`src/rtl/mem_port_arbiter.sv`:
```
// Arbiter sharing one synchronous RAM between instruction fetch and load/store.
// Load/store has priority except when fetch has been denied MAX_WAIT cycles.
module mem_port_arbiter #(
  parameter int ADDR_W   = 32,
  parameter int DATA_W   = 32,
  parameter int MAX_WAIT = 4
) (
  input  logic                clk,
  input  logic                rst,
  input  logic                if_req,
  input  logic [ADDR_W-1:0]   if_addr,
  output logic                if_gnt,
  output logic                if_rvalid,
  output logic [DATA_W-1:0]   if_rdata,
  input  logic                ls_req,
  input  logic                ls_we,
  input  logic [DATA_W/8-1:0] ls_be,
  input  logic [ADDR_W-1:0]   ls_addr,
  input  logic [DATA_W-1:0]   ls_wdata,
  output logic                ls_gnt,
  output logic                ls_rvalid,
  output logic [DATA_W-1:0]   ls_rdata,
  output logic                mem_en,
  output logic [DATA_W/8-1:0] mem_we,
  output logic [ADDR_W-1:0]   mem_addr,
  output logic [DATA_W-1:0]   mem_wdata,
  input  logic [DATA_W-1:0]   mem_rdata
);

  localparam logic [3:0] MAXW = 4'(MAX_WAIT);

  typedef enum logic [1:0] {
    RSP_IDLE,
    RSP_IF,
    RSP_LS
  } rsp_e;

  rsp_e       rsp_st_q, rsp_st_d;
  logic [3:0] wait_cnt_q, wait_cnt_d;
  logic       starve;

  assign starve = if_req && (wait_cnt_q == MAXW);

  always_comb begin
    ls_gnt = !rst && ls_req && !starve;
    if_gnt = !rst && if_req && !ls_gnt;
  end

  always_comb begin
    mem_en    = if_gnt || ls_gnt;
    mem_we    = '0;
    mem_addr  = '0;
    mem_wdata = '0;
    if (ls_gnt) begin
      mem_addr  = ls_addr;
      mem_wdata = ls_wdata;
      if (ls_we) mem_we = ls_be;
    end else if (if_gnt) begin
      mem_addr = if_addr;
    end
  end

  // Saturating count of consecutive denied fetch cycles.
  always_comb begin
    wait_cnt_d = wait_cnt_q;
    if (!if_req || if_gnt)
      wait_cnt_d = '0;
    else if (wait_cnt_q != MAXW)
      wait_cnt_d = wait_cnt_q + 4'd1;
  end

  always_comb begin
    rsp_st_d = RSP_IDLE;
    unique case (1'b1)
      if_gnt:           rsp_st_d = RSP_IF;
      ls_gnt && !ls_we: rsp_st_d = RSP_LS;
      default:          rsp_st_d = RSP_IDLE;
    endcase
  end

  always_ff @(posedge clk or posedge rst) begin
    if (rst) begin
      rsp_st_q   <= RSP_IDLE;
      wait_cnt_q <= '0;
    end else begin
      rsp_st_q   <= rsp_st_d;
      wait_cnt_q <= wait_cnt_d;
    end
  end

  always_comb begin
    if_rvalid = (rsp_st_q == RSP_IF);
    ls_rvalid = (rsp_st_q == RSP_LS);
    if_rdata  = if_rvalid ? mem_rdata : '0;
    ls_rdata  = ls_rvalid ? mem_rdata : '0;
  end

endmodule

```
`config.mk`:
```
export PLATFORM = sky130hd
export DESIGN_NAME = mem_port_arbiter
export DESIGN_NICKNAME = d
export VERILOG_FILES = /design/src/rtl/mem_port_arbiter.sv
export SDC_FILE = /design/constraint.sdc
export NUM_CORES = 1
export LEC_CHECK = 0
export BUFFER_PORTS_ARGS = -buffer_cell sky130_fd_sc_hd__buf_2
export CAP_MARGIN = 20
export CORE_AREA = 2 2 107 109
export DETAILED_ROUTE_END_ITERATION = 10
export DIE_AREA = 0 0 109 111
export SLEW_MARGIN = 20
export SYNTH_ARGS = -nofsm -noshare
export SYNTH_HDL_FRONTEND = slang
export SYNTH_SLANG_ARGS = --single-unit
```
`constraint.sdc`:
```
create_clock -name clk -period 1.4 [get_ports clk]
set_input_delay 0.07 -clock clk [delete_from_list [all_inputs] [get_ports clk]]
set_output_delay 0.07 -clock clk [all_outputs]
set_load 0.01 [all_outputs]
```
==> Word level (Yosys, flattened, before mapping) <==
Index checks and enable logic that the tools add are counted.
{ "word_totals": {"ff_bits": 6, "latch_bits": 0, "mem_bits_rw": 0, "rom_bits": 0, "in_bits": 137, "out_inout_bits": 137, "word_cells": 31, "n_memories": 0} }
{ "classes": {"add_sub_neg": 1, "multipliers": 0, "n_div": 0, "magnitude_cmp": 0, "n_eq_ne": 4, "n_shift": 0, "n_mux": 10, "bitwise_logic": 0, "reduce_logical": 14} }
{ "op_table": {"columns": ["operator", "n"], "rows": [
  ["32-bit two-way mux", 5],
  ["4-bit two-way mux", 4],
  ["1-bit logical AND", 6],
  ["1-bit logical NOT", 5],
  ["4-bit by 1-bit adder with 4-bit output (second input constant)", 1],
  ["4-bit by 3-bit == test with 1-bit output (second input constant)", 1],
  ["4-bit by 3-bit inequality test with 1-bit output (second input constant)", 1],
  ["2-bit case mux with 2 select lines", 1],
  ["2-bit by 1-bit == test with 1-bit output (second input constant)", 1],
  ["2-bit == test (second input constant)", 1],
  ["1-bit logical OR", 2],
  ["2-bit nonzero test", 1]
]} }

==> Logic depth before layout (Yosys ltp) <==
Gate-level depths: netlist of the first run.
{ "logic_depth": {"word_depth": 8, "mapped_depth": 7} }

==> Worst setup path after synthesis of the first run <==
Ideal clock, no wire load.
{ "synth_path": {"kind": "register -> output", "from": "reg wait_cnt_q[0]", "to": "out mem_addr[0]", "arrival_time_ns": 1.515, "slack_ns": -0.185, "path_stages_with_launch": 8, "path_cell_list": "dfrtp_1 -> inv_1 -> ha_1 -> nand3b_4 -> o211a_1 -> buf_6 -> buf_6 -> a22o_1"} }
{ "synth_between": {"elab_chain_len": 8} }
{ "synth_lines": {"columns": ["item", "line_no", "text"], "rows": [
  ["from (decl)", "39", "logic [3:0] wait_cnt_q, wait_cnt_d;"],
  ["from (signal assigned)", "87", "wait_cnt_q <= wait_cnt_d;"],
  ["4-bit by 3-bit == test with 1-bit output *", "42", "assign starve = if_req && (wait_cnt_q == MAXW);"],
  ["1-bit logical AND *", "42", null],
  ["1-bit logical NOT *", "45", "ls_gnt = !rst && ls_req && !starve;"],
  ["1-bit logical AND *", "45", null],
  ["1-bit logical NOT", "46", "if_gnt = !rst && if_req && !ls_gnt;"],
  ["1-bit logical AND", "46", null],
  ["32-bit two-way mux", "58", "end else if (if_gnt) begin"],
  ["32-bit two-way mux *", "54", "if (ls_gnt) begin"],
  ["to (decl)", "25", "output logic [ADDR_W-1:0] mem_addr,"]
]} }
Every way passes the cells marked *; elsewhere a longest branch is shown, timed or not.

==> Worst setup path in the final report of the first run <==
{ "layout_path": {"from": "reg wait_cnt_q[0]", "to": "out mem_addr[1]"} }
The elaborated chain is that of the path after synthesis.

==> reports/summary.txt, run 1 <==
power share of the clock group: 29.0%
Sw Pwr: 0.000506 W
Power Density: 442 nW/um^2
I/O pins: 274
post-DR vias/cell: 3.96
initial antenna violation count: 0
CTS buffer count: 3
GPL Wtd Cong: 0.782
CP max FO: 9
share of cells above drive strength 1: 73.1%
vias in the first global route: 2129
flops & latches, synth: 6
Post-Syn Area: 1360 sq um
Mean Syn Cell Area: 7.53 sq um
post-synthesis sequential area ratio: 11.0%
Worst Skew: 0.00321 ns
Finished Layout Cells: 608
Crit Path Class: register to primary output
Routed WL: 8920 um
Layout area overhead: 163%
Die Ht: 111 um
R2R Setup Slk: -0.24 ns
worst skew pair latency: 0.23 ns
Cell variety after synth: 23
startpoint types: register
top cells by area, synth: and2_1, a22o_1, dfrtp_1
1st-iter DRT viols: 68
sw frac: 31.9%
Final Cycle Share: 137%
unrepaired setup endpoints after global routing: true
synth warn: 0
H-tree lvl count: 1
initial cell density of the core: 12.3%
Slew headroom: 74.9%
largest net degree at the start of global routing: 36
Pre-Repair DR Iteration Count: 4
CTS tree: done
path category of the worst min-delay check: input port to register
post-route ant nets: 0
DP HPWL: 6550 um
via count: 2407
crit end category: primary output
critical path arrival: 1.84 ns
top-area cell type share of the netlist area: 44.1%
dpl ws: -0.304 ns
Syn Inst Count: 181
Fin Hold WS: 0.0984 ns
antenna diode count: 0
fmax: 523 MHz
final setup fails: 71
Least-Margin Pin Slew: 0.377 ns
post-route worst setup slack: -0.513 ns
Longest Clk Path Bufs: 2
grt total ovfl: 0
# port buffers: 273
Die W: 109 um
Max VDD drop: 315 uV
syn nets: 320
sequential share of power: 12.1%
Max Slew Vio Count: 0
global-route wire length before repair: 11400 um
Core Box Area: 11100 sq um
failing checks: negative setup slack
WL per Instance: 14.7 um
Tmin final: 1.91 ns
# rows: 39
WP data required: 1.33 ns
Inst Count DP: 589
static leakage: 2.15 nW
largest area contributor in the netlist: and2_1
DRC viols: 0
clock transition at the registers of the reported paths: 0.04 ns
max_cap viols: 0
clock sinks: 6
P_int: 0.00108 W
GRT Total Usage: 12.1%
die area: 12100 sq um
Gate power share: 58.9%
status: finished with violations
final hold viol count: 0
root buffer cell: clkbuf_16
Final Net Count: 606
## layout make-up
class                      instances  area [sq um]
fill                            1217          7490
timing repair buffer             298          1970
multi-input combinational        154          1200
tap                              143           179
sequential                         6           150
clock buffer                       3          75.1
inverter                           4          15.0
## power by group through the flow
stage	Combinational [W]	Clock (W)	Sequential (W)
floorplan	0.000344	0	0.000194
global route	0.00101	0.000486	0.000192
CTS	0.000868	0.000472	0.000191
global placement	0.000750	0	0.000192
finish	0.000935	0.000460	0.000191
detailed placement	0.000754	0	0.000192
## logic make-up (layout without fill, tap and decap cells)
family | count (synthesis) | in the layout | synth area share [%]
compound gates | 36 | 36 | 23.7
flops | 6 | 6 | 11.0
xor+xnor | 1 | 1 | 0.643
fa+ha+maj | 2 | 2 | 1.84
buf+inv | 21 | 305 | 9.46
mux | 2 | 2 | 1.47
simple gates | 113 | 113 | 51.9
## final timing paths
kind,start,end,cells after the start
min in group asynchronous,rst,wait_cnt_q[2]$_DFFE_PP0P_,4
min,ls_we,rsp_st_q[1]$_DFF_PP0_,2
max reg2reg,wait_cnt_q[0]$_DFFE_PP0P_,rsp_st_q[1]$_DFF_PP0_,7
min reg2reg,wait_cnt_q[3]$_DFFE_PP0P_,wait_cnt_q[3]$_DFFE_PP0P_,2
max in group asynchronous,rst,rsp_st_q[1]$_DFF_PP0_,4
max,wait_cnt_q[0]$_DFFE_PP0P_,mem_addr[1],7
## per-stage QoR
stage	area, sq um	total power [W]	utilization (%)	TNS, ns
global route	3590	0.00168	32.4	-33.08
CTS	3370	0.00153	30.4	-29.90
floorplan	1430	0.000538	-	-9.17
detailed placement	2970	0.000946	26.8	-15.28
global placement	2970	0.000942	26.8	-14.59
finish	3590	0.00159	32.4	-30.62
## Yosys cell counts
master	instances
nand3b_4	1
nor3_1	2
and2_1	96
and3_1	4
mux2i_1	2
buf_6	5
a211oi_1	1
a22o_1	32
dfrtp_1	6
buf_4	3
ha_1	2
xnor2_1	1
clkbuf_1	8
inv_1	4
a21oi_1	1
o211a_1	1
nor2_1	4
a211oi_4	1
nor2b_1	3
buf_2	1
nand3_1	1
nor4b_1	1
nand2_1	1
## critical path: stages, from the launching register on
cell,delay [ns]
dfrtp_1,0.38
inv_2,0.07
ha_4,0.14
nand3b_4,0.10
o211a_4,0.34
buf_12,0.18
a22o_1,0.24
buf_2,0.16
## flip-flops by register name, indices dropped and copies added, names as in the netlist
signal      cells
rsp_st_q        2
wait_cnt_q      4
## cell usage in the layout (no fill, tap or decap), types with 3 or more instances in the layout
cell         n
and2_1      69
and3_4       4
a22o_1      32
clkbuf_16    7
buf_16       3
buf_2      240
nor2_1       4
buf_12       5
buf_4        9
buf_6       36
and2_4      27
dfrtp_1      6
## routing by layer
metal	up-vias	part of all wire [%]	global-route usage, %
met5	-	0	0
met4	0	0.30	1.03
met3	2	9.7	1.88
met2	172	52	23.8
met1	1055	38	13.8
li1	1178	-	-
## what timing repair did
action                     4_1_cts  5_1_grt
buffers inserted                 2        5
setup endpoints to repair       71       81
hold endpoints to repair         6        0
hold buffers                     1        0
gates resized for setup         39       23
pin swaps                        6        5
cloned                           4        5
Note: power is estimated with default switching activity, not from simulation.
==> inputs of run 2 (changes only) <==
Settings changed: GPL_TIMING_DRIVEN set to 0.
==> run 2 against run 1 <==
The run still ends with negative setup slack left. Design area up 10%. Highest routed layer unchanged. Clock-buffer cell count unchanged. Global-route usage up 0.18 points.
==> reports/summary.txt, run 2 (synthesis results as in run 1) <==
multi-input logic area: 1310 sq um (+8.7%)
root buffer cell: clkbuf_16
R2R Setup Slk: -0.06 ns (+0.18 ns)
initial antenna violation count: 1 (+1)
Longest Clk Path Bufs: 2 (unchanged)
DRC viols: 0 (unchanged)
final setup fails: 104 (+46%)
worst skew pair latency: 0.23 ns (about the same)
vias in the first global route: 2332 (+9.5%)
DP HPWL: 7270 um (+11%)
static leakage: 2.28 nW (+6.0%)
failing checks: negative setup slack
via count: 2508 (+4.2%)
# rows: 39 (unchanged)
largest reg by FF count: wait_cnt_q
CP peak stage delay: 0.38 ns (about the same)
most frequent cells in the layout: buf_2, buf_6, and2_4
post-route worst setup slack: -0.479 ns (+0.0341 ns)
Die W: 109 um (unchanged)
I/O pins: 274 (unchanged)
# port buffers: 273 (unchanged)
Core Box Area: 11100 sq um (unchanged)
Die Ht: 111 um (unchanged)
path category of the worst min-delay check: input port to register
unrepaired setup endpoints after global routing: true
Worst Skew: 0.000773 ns (-0.00243 ns)
post-DR vias/cell: 4.04 (+2.0%)
Least-Margin Pin Slew: 0.327 ns (-0.0500 ns)
Final Power: 0.00164 W (+3.7%)
Worst R2R Path Depth: 7 (unchanged)
biggest regs: wait_cnt_q (4), rsp_st_q (2)
die area: 12100 sq um (unchanged)
startpoint types: register
commonest non-fill, non-tap cell in the layout: buf_2
fmax: 532 MHz (+1.8%)
number of buffers and inverters on the critical path: 4 (+1)
Min-Delay Path Depth: 2 (unchanged)
worst hold start: ls_we
status: finished with violations
H-tree lvl count: 1 (unchanged)
clock transition at the registers of the reported paths: 0.03 ns (about the same)
crit end category: primary output
Max VDD drop: 173 uV (-45%)
WL per Instance: 14.5 um (-1.3%)
crit path max-delay cell type: dfrtp_1
CP max FO: 10 (+1)
Fin Hold WS: 0.0977 ns (-0.000716 ns)
max_cap viols: 0 (unchanged)
post-route ant nets: 0 (unchanged)
GRT Total Usage: 12.3% (+0.18 points)
Final Cycle Share: 134% (-2.4 points)
CTS tree: done
final hold viol count: 0 (unchanged)
WHS Endpoint: rsp_st_q[1]$_DFF_PP0_
cell family with most CP delay: buffers and inverters
clock sinks: 6 (unchanged)
# fillers: 1073 (-12%)
Tmin final: 1.88 ns (-0.0341 ns)
critical path arrival: 1.81 ns (-0.03 ns)
worst r2r dst: rsp_st_q[1]$_DFF_PP0_
WP data required: 1.33 ns (about the same)
critical register-to-register path startpoint: wait_cnt_q[0]$_DFFE_PP0P_
grt total ovfl: 0 (unchanged)
CTS buffer count: 3 (unchanged)
Pre-Repair DR Iteration Count: 4 (unchanged)
Slew headroom: 78.1% (+3.3 points)
1st-iter DRT viols: 118 (+74%)
Layout area overhead: 190%
crit-path cells: inv_2 > ha_4 > nand3b_4 > o211a_1 > buf_6 > buf_8 > a22o_1 > buf_2
Power Density: 416 nW/um^2 (-5.8%)
global-route wire length before repair: 11600 um (+2.0%)
Largest register FFs: 4 (unchanged)
Final Net Count: 618 (+2.0%)
Sequential cell area: 150 sq um (unchanged)
Routed WL: 9000 um (+0.84%)
Crit Path Class: register to primary output
initial cell density of the core: 12.3% (unchanged)
largest net degree at the start of global routing: 12 (-67%)
share of cells above drive strength 1: 82.4% (+9.3 points)
Max Slew Vio Count: 0 (unchanged)
GPL Wtd Cong: 0.945 (+21%)
## run 2: cell count changes in the layout (fill, tap and decap cells not counted), moves of 2 or more
cell       change
buf_2         -30
nor2b_4        +2
and2_1        -42
and2_4        +42
nor2b_2        -2
clkbuf_4       +2
buf_16         -3
clkbuf_16      -2
buf_8          +6
buf_6         +40
## run 2: how the worst max path moves through the flow
stage	end	depth (start not counted)	start
5_1_grt	mem_addr[8]	8	wait_cnt_q[0]$_DFFE_PP0P_
2_1_floorplan	mem_addr[0]	7	wait_cnt_q[0]$_DFFE_PP0P_
3_3_place_gp	mem_addr[4]	7	wait_cnt_q[0]$_DFFE_PP0P_
6_report	mem_addr[8]	8	wait_cnt_q[0]$_DFFE_PP0P_
4_1_cts	mem_addr[2]	8	wait_cnt_q[1]$_DFFE_PP0P_
3_5_place_dp	mem_addr[2]	7	wait_cnt_q[0]$_DFFE_PP0P_
## run 2: routing by layer
metal	track usage [%]	part of all wire (%)	wire length, um
met5	0	0	0
met4	3.42	2.2	202
met3	1.12	9.6	865
met2	25.4	53	4780
met1	12.4	35	3150
## run 2: layout make-up
type	instances	area share (%)
repair buffers	293	51.1
multi-input cells	154	33.1
plain buffers	17	5.07
well taps	143	4.53
flip-flops and latches	6	3.80
clock buffers	3	1.90
inverters	4	0.380
diodes	1	0.0634
## run 2: worst register-to-register path, delay by kind of cell (launching register included)
kind                       cells  cell delay (ns)
AOI/OAI and AO/OA              1             0.23
and+or+nand+nor                2             0.23
buffers and inverters          3             0.36
adders and majority gates      1             0.14
DFF                            1             0.38
## run 2: metrics by stage
stage	area [sq um]	worst slack [ns]	instances	setup TNS, ns	utilization (%)
2_1_floorplan	1430	-0.147	181	-9.17	-
3_3_place_gp	2970	-0.530	597	-27.57	26.8
3_5_place_dp	2970	-0.548	597	-32.87	26.8
4_1_cts	3360	-0.496	613	-31.51	30.3
5_1_grt	3950	-0.541	621	-37.67	35.6
6_report	3950	-0.479	621	-30.93	35.6
## run 2: repair_timing
item	4_1_cts	5_1_grt
resized for setup	49	126
cloned	2	4
buffers inserted	10	3
pin swaps	14	35
hold endpoints to repair	6	0
hold buffers	1	0
setup endpoints to repair	137	134
## run 2: power by group
group	internal [W]	leakage (nW)	switching, W
clock network	0.000367	0.0370	0.0000998
logic	0.000574	2.16	0.000410
registers	0.000184	0.0810	0.00000998
total	0.00112	2.28	0.000520
==> inputs of run 3 (changes only) <==
Settings changed: CAP_MARGIN 20 to 25, REMOVE_ABC_BUFFERS set to 1.
==> run 3 against run 2 <==
The flow still finishes with violations (negative setup slack). First-iteration DRC count fell by 37%. Total power fell by 6.3%. Worst hold slack got worse by 0.053 ns. Design area fell by 12%. Register-to-register slack got worse by 0.18 ns. Via count fell by 4.7%. Combinational power fell by 9.5%. Sequential power barely moved. Sequential share of layout area rose by 0.50 points.
==> reports/summary.txt, run 3 (synthesis results as in run 1) <==
CP max FO: 22 (+12)
met1 WL: 3770 um (+20%)
status: finished with violations
WP data required: 1.33 ns (about the same)
GPL Wtd Cong: 0.812 (-14%)
P_int: 0.00104 W (-7.7%)
unrepaired setup endpoints after global routing: true
Power Density: 442 nW/um^2 (+6.1%)
initial cell density of the core: 12.3% (unchanged)
final hold viol count: 0 (unchanged)
commonest non-fill, non-tap cell in the layout: buf_2
critical path arrival: 1.83 ns (+0.02 ns)
Least-Margin Pin Slew: 0.412 ns (+0.0848 ns)
Final Net Count: 608 (-1.6%)
WL per Instance: 14.9 um (+2.7%)
largest net degree at the start of global routing: 44 (+32)
Final Cycle Share: 135% (+1.3 points)
clock transition at the registers of the reported paths: 0.03 ns (about the same)
met3 WL post-DR: 746 um (-14%)
Gate power share: 57.8% (-2.0 points)
Worst Skew: 0.00284 ns (+0.00207 ns)
post-DR vias/cell: 3.92 (-2.9%)
fmax: 527 MHz (-0.93%)
biggest regs: wait_cnt_q (4), rsp_st_q (2)
DR top layer: met4
path category of the worst min-delay check: input port to register
Die W: 109 um (unchanged)
most frequent cells in the layout: buf_2, and2_1, a22o_1
Routed WL: 9080 um (+0.91%)
# rows: 39 (unchanged)
Slew headroom: 72.5% (-5.6 points)
sw frac: 32.6% (+0.98 points)
worst skew pair latency: 0.23 ns (about the same)
max_cap viols: 0 (unchanged)
crit end category: primary output
Pre-Repair DR Iteration Count: 4 (unchanged)
post-route worst setup slack: -0.496 ns (-0.0175 ns)
startpoint types: register
# port buffers: 273 (unchanged)
Inst Count DP: 584 (-2.2%)
via count: 2391 (-4.7%)
clock sinks: 6 (unchanged)
CTS tree: done
static leakage: 2.12 nW (-6.9%)
Core Box Area: 11100 sq um (unchanged)
Tmin final: 1.90 ns (+0.0175 ns)
post-route ant nets: 0 (unchanged)
antenna diode count: 0 (-1)
met2 wire len: 4470 um (-6.5%)
grt total ovfl: 0 (unchanged)
largest reg by FF count: wait_cnt_q
GRT Total Usage: 12.8% (+0.58 points)
global-route wire length before repair: 11900 um (+2.8%)
dpl ws: -0.792 ns (-0.243 ns)
Layout area overhead: 156%
share of cells above drive strength 1: 71.3% (-11 points)
I/O pins: 274 (unchanged)
root buffer cell: clkbuf_16
Max Slew Vio Count: 0 (unchanged)
Die Ht: 111 um (unchanged)
die area: 12100 sq um (unchanged)
Crit Path Class: register to primary output
final setup fails: 75 (-28%)
Largest register FFs: 4 (unchanged)
vias in the first global route: 2108 (-9.6%)
Final Power: 0.00154 W (-6.3%)
Longest Clk Path Bufs: 2 (unchanged)
Max VDD drop: 299 uV (+73%)
failing checks: negative setup slack
1st-iter DRT viols: 74 (-37%)
Sw Pwr: 0.000502 W (-3.4%)
DRC viols: 0 (unchanged)
DP HPWL: 7120 um (-2.0%)
H-tree lvl count: 1 (unchanged)
Finished Layout Cells: 610 (-1.8%)
initial antenna violation count: 0 (-1)
power share of the clock group: 29.6% (+1.2 points)
sequential share of power: 12.5% (+0.7 points)
CTS buffer count: 3 (unchanged)
run 3: cell types whose count changed in the layout (fill, tap and decap cells not counted), sizes merged:
| cell | previous run | this run |
|---|---|---|
| buf | 305 | 294 |
| diode | 1 | 0 |
| o211a | 1 | 3 |
| clkbuf | 7 | 6 |
run 3: area by class of cell:
class / instances / area, sq um
sequential: 6 / 150
timing repair buffer: 298 / 1840
tap: 143 / 179
fill: 1207 / 7590
inverter: 4 / 15.0
multi-input combinational: 156 / 1220
clock buffer: 3 / 75.1
run 3: per-stage QoR:
stage | area, sq um | hold slack (ns) | setup TNS [ns] | util, %
floorplan | 1250 | -0.131 | -60.70 | -
global placement | 2790 | 0.0517 | -138.89 | 25.2
detailed placement | 2850 | 0.0506 | -39.25 | 25.8
CTS | 3180 | 0.0439 | -31.71 | 28.7
global route | 3490 | 0.0568 | -36.57 | 31.5
finish | 3490 | 0.0444 | -30.78 | 31.5
run 3: critical path, stage by stage, from the launching register on:
cell and delay (ns):
dfrtp_1 0.39, inv_2 0.08, ha_4 0.15, nand3b_4 0.11, o211a_4 0.29, buf_12 0.16, a22o_1 0.26, buf_2 0.15
run 3: metal layers:
| metal | vias up | global-route usage (%) |
|---|---|---|
| met5 | - | 0 |
| met4 | 0 | 1.97 |
| met3 | 8 | 2.53 |
| met2 | 155 | 22.0 |
| met1 | 1041 | 16.8 |
| li1 | 1187 | - |
run 3: final timing paths:
| check | from | to | slack (ns) | depth (start not counted) |
|---|---|---|---|---|
| worst max-delay path | wait_cnt_q[0]$_DFFE_PP0P_ | mem_addr[26] | -0.50 | 7 |
| worst min-delay path | ls_we | rsp_st_q[1]$_DFF_PP0_ | 0.04 | 2 |
| worst max register to register | wait_cnt_q[0]$_DFFE_PP0P_ | rsp_st_q[1]$_DFF_PP0_ | -0.24 | 8 |
| worst min register to register | wait_cnt_q[3]$_DFFE_PP0P_ | wait_cnt_q[3]$_DFFE_PP0P_ | 0.62 | 2 |
| max in group asynchronous | rst | wait_cnt_q[0]$_DFFE_PP0P_ | 0.64 | 3 |
| min in group asynchronous | rst | wait_cnt_q[2]$_DFFE_PP0P_ | 0.54 | 3 |
run 3: what timing repair did:
action                                 4_1_cts  5_1_grt
gates resized for setup                     27       44
setup buffers                               12        3
pin swaps                                    7        7
setup endpoints to repair                  127      117
cloned                                       3        4
hold buffers                                 1        0
endpoints found under the hold margin        6        0
run 3: power groups by stage:
stage	Clock (W)	Combinational, W	Sequential (W)
global placement	0	0.000694	0.000196
finish	0.000457	0.000891	0.000193
CTS	0.000459	0.000812	0.000194
detailed placement	0	0.000717	0.000196
global route	0.000476	0.000963	0.000195
floorplan	0	0.000293	0.000194
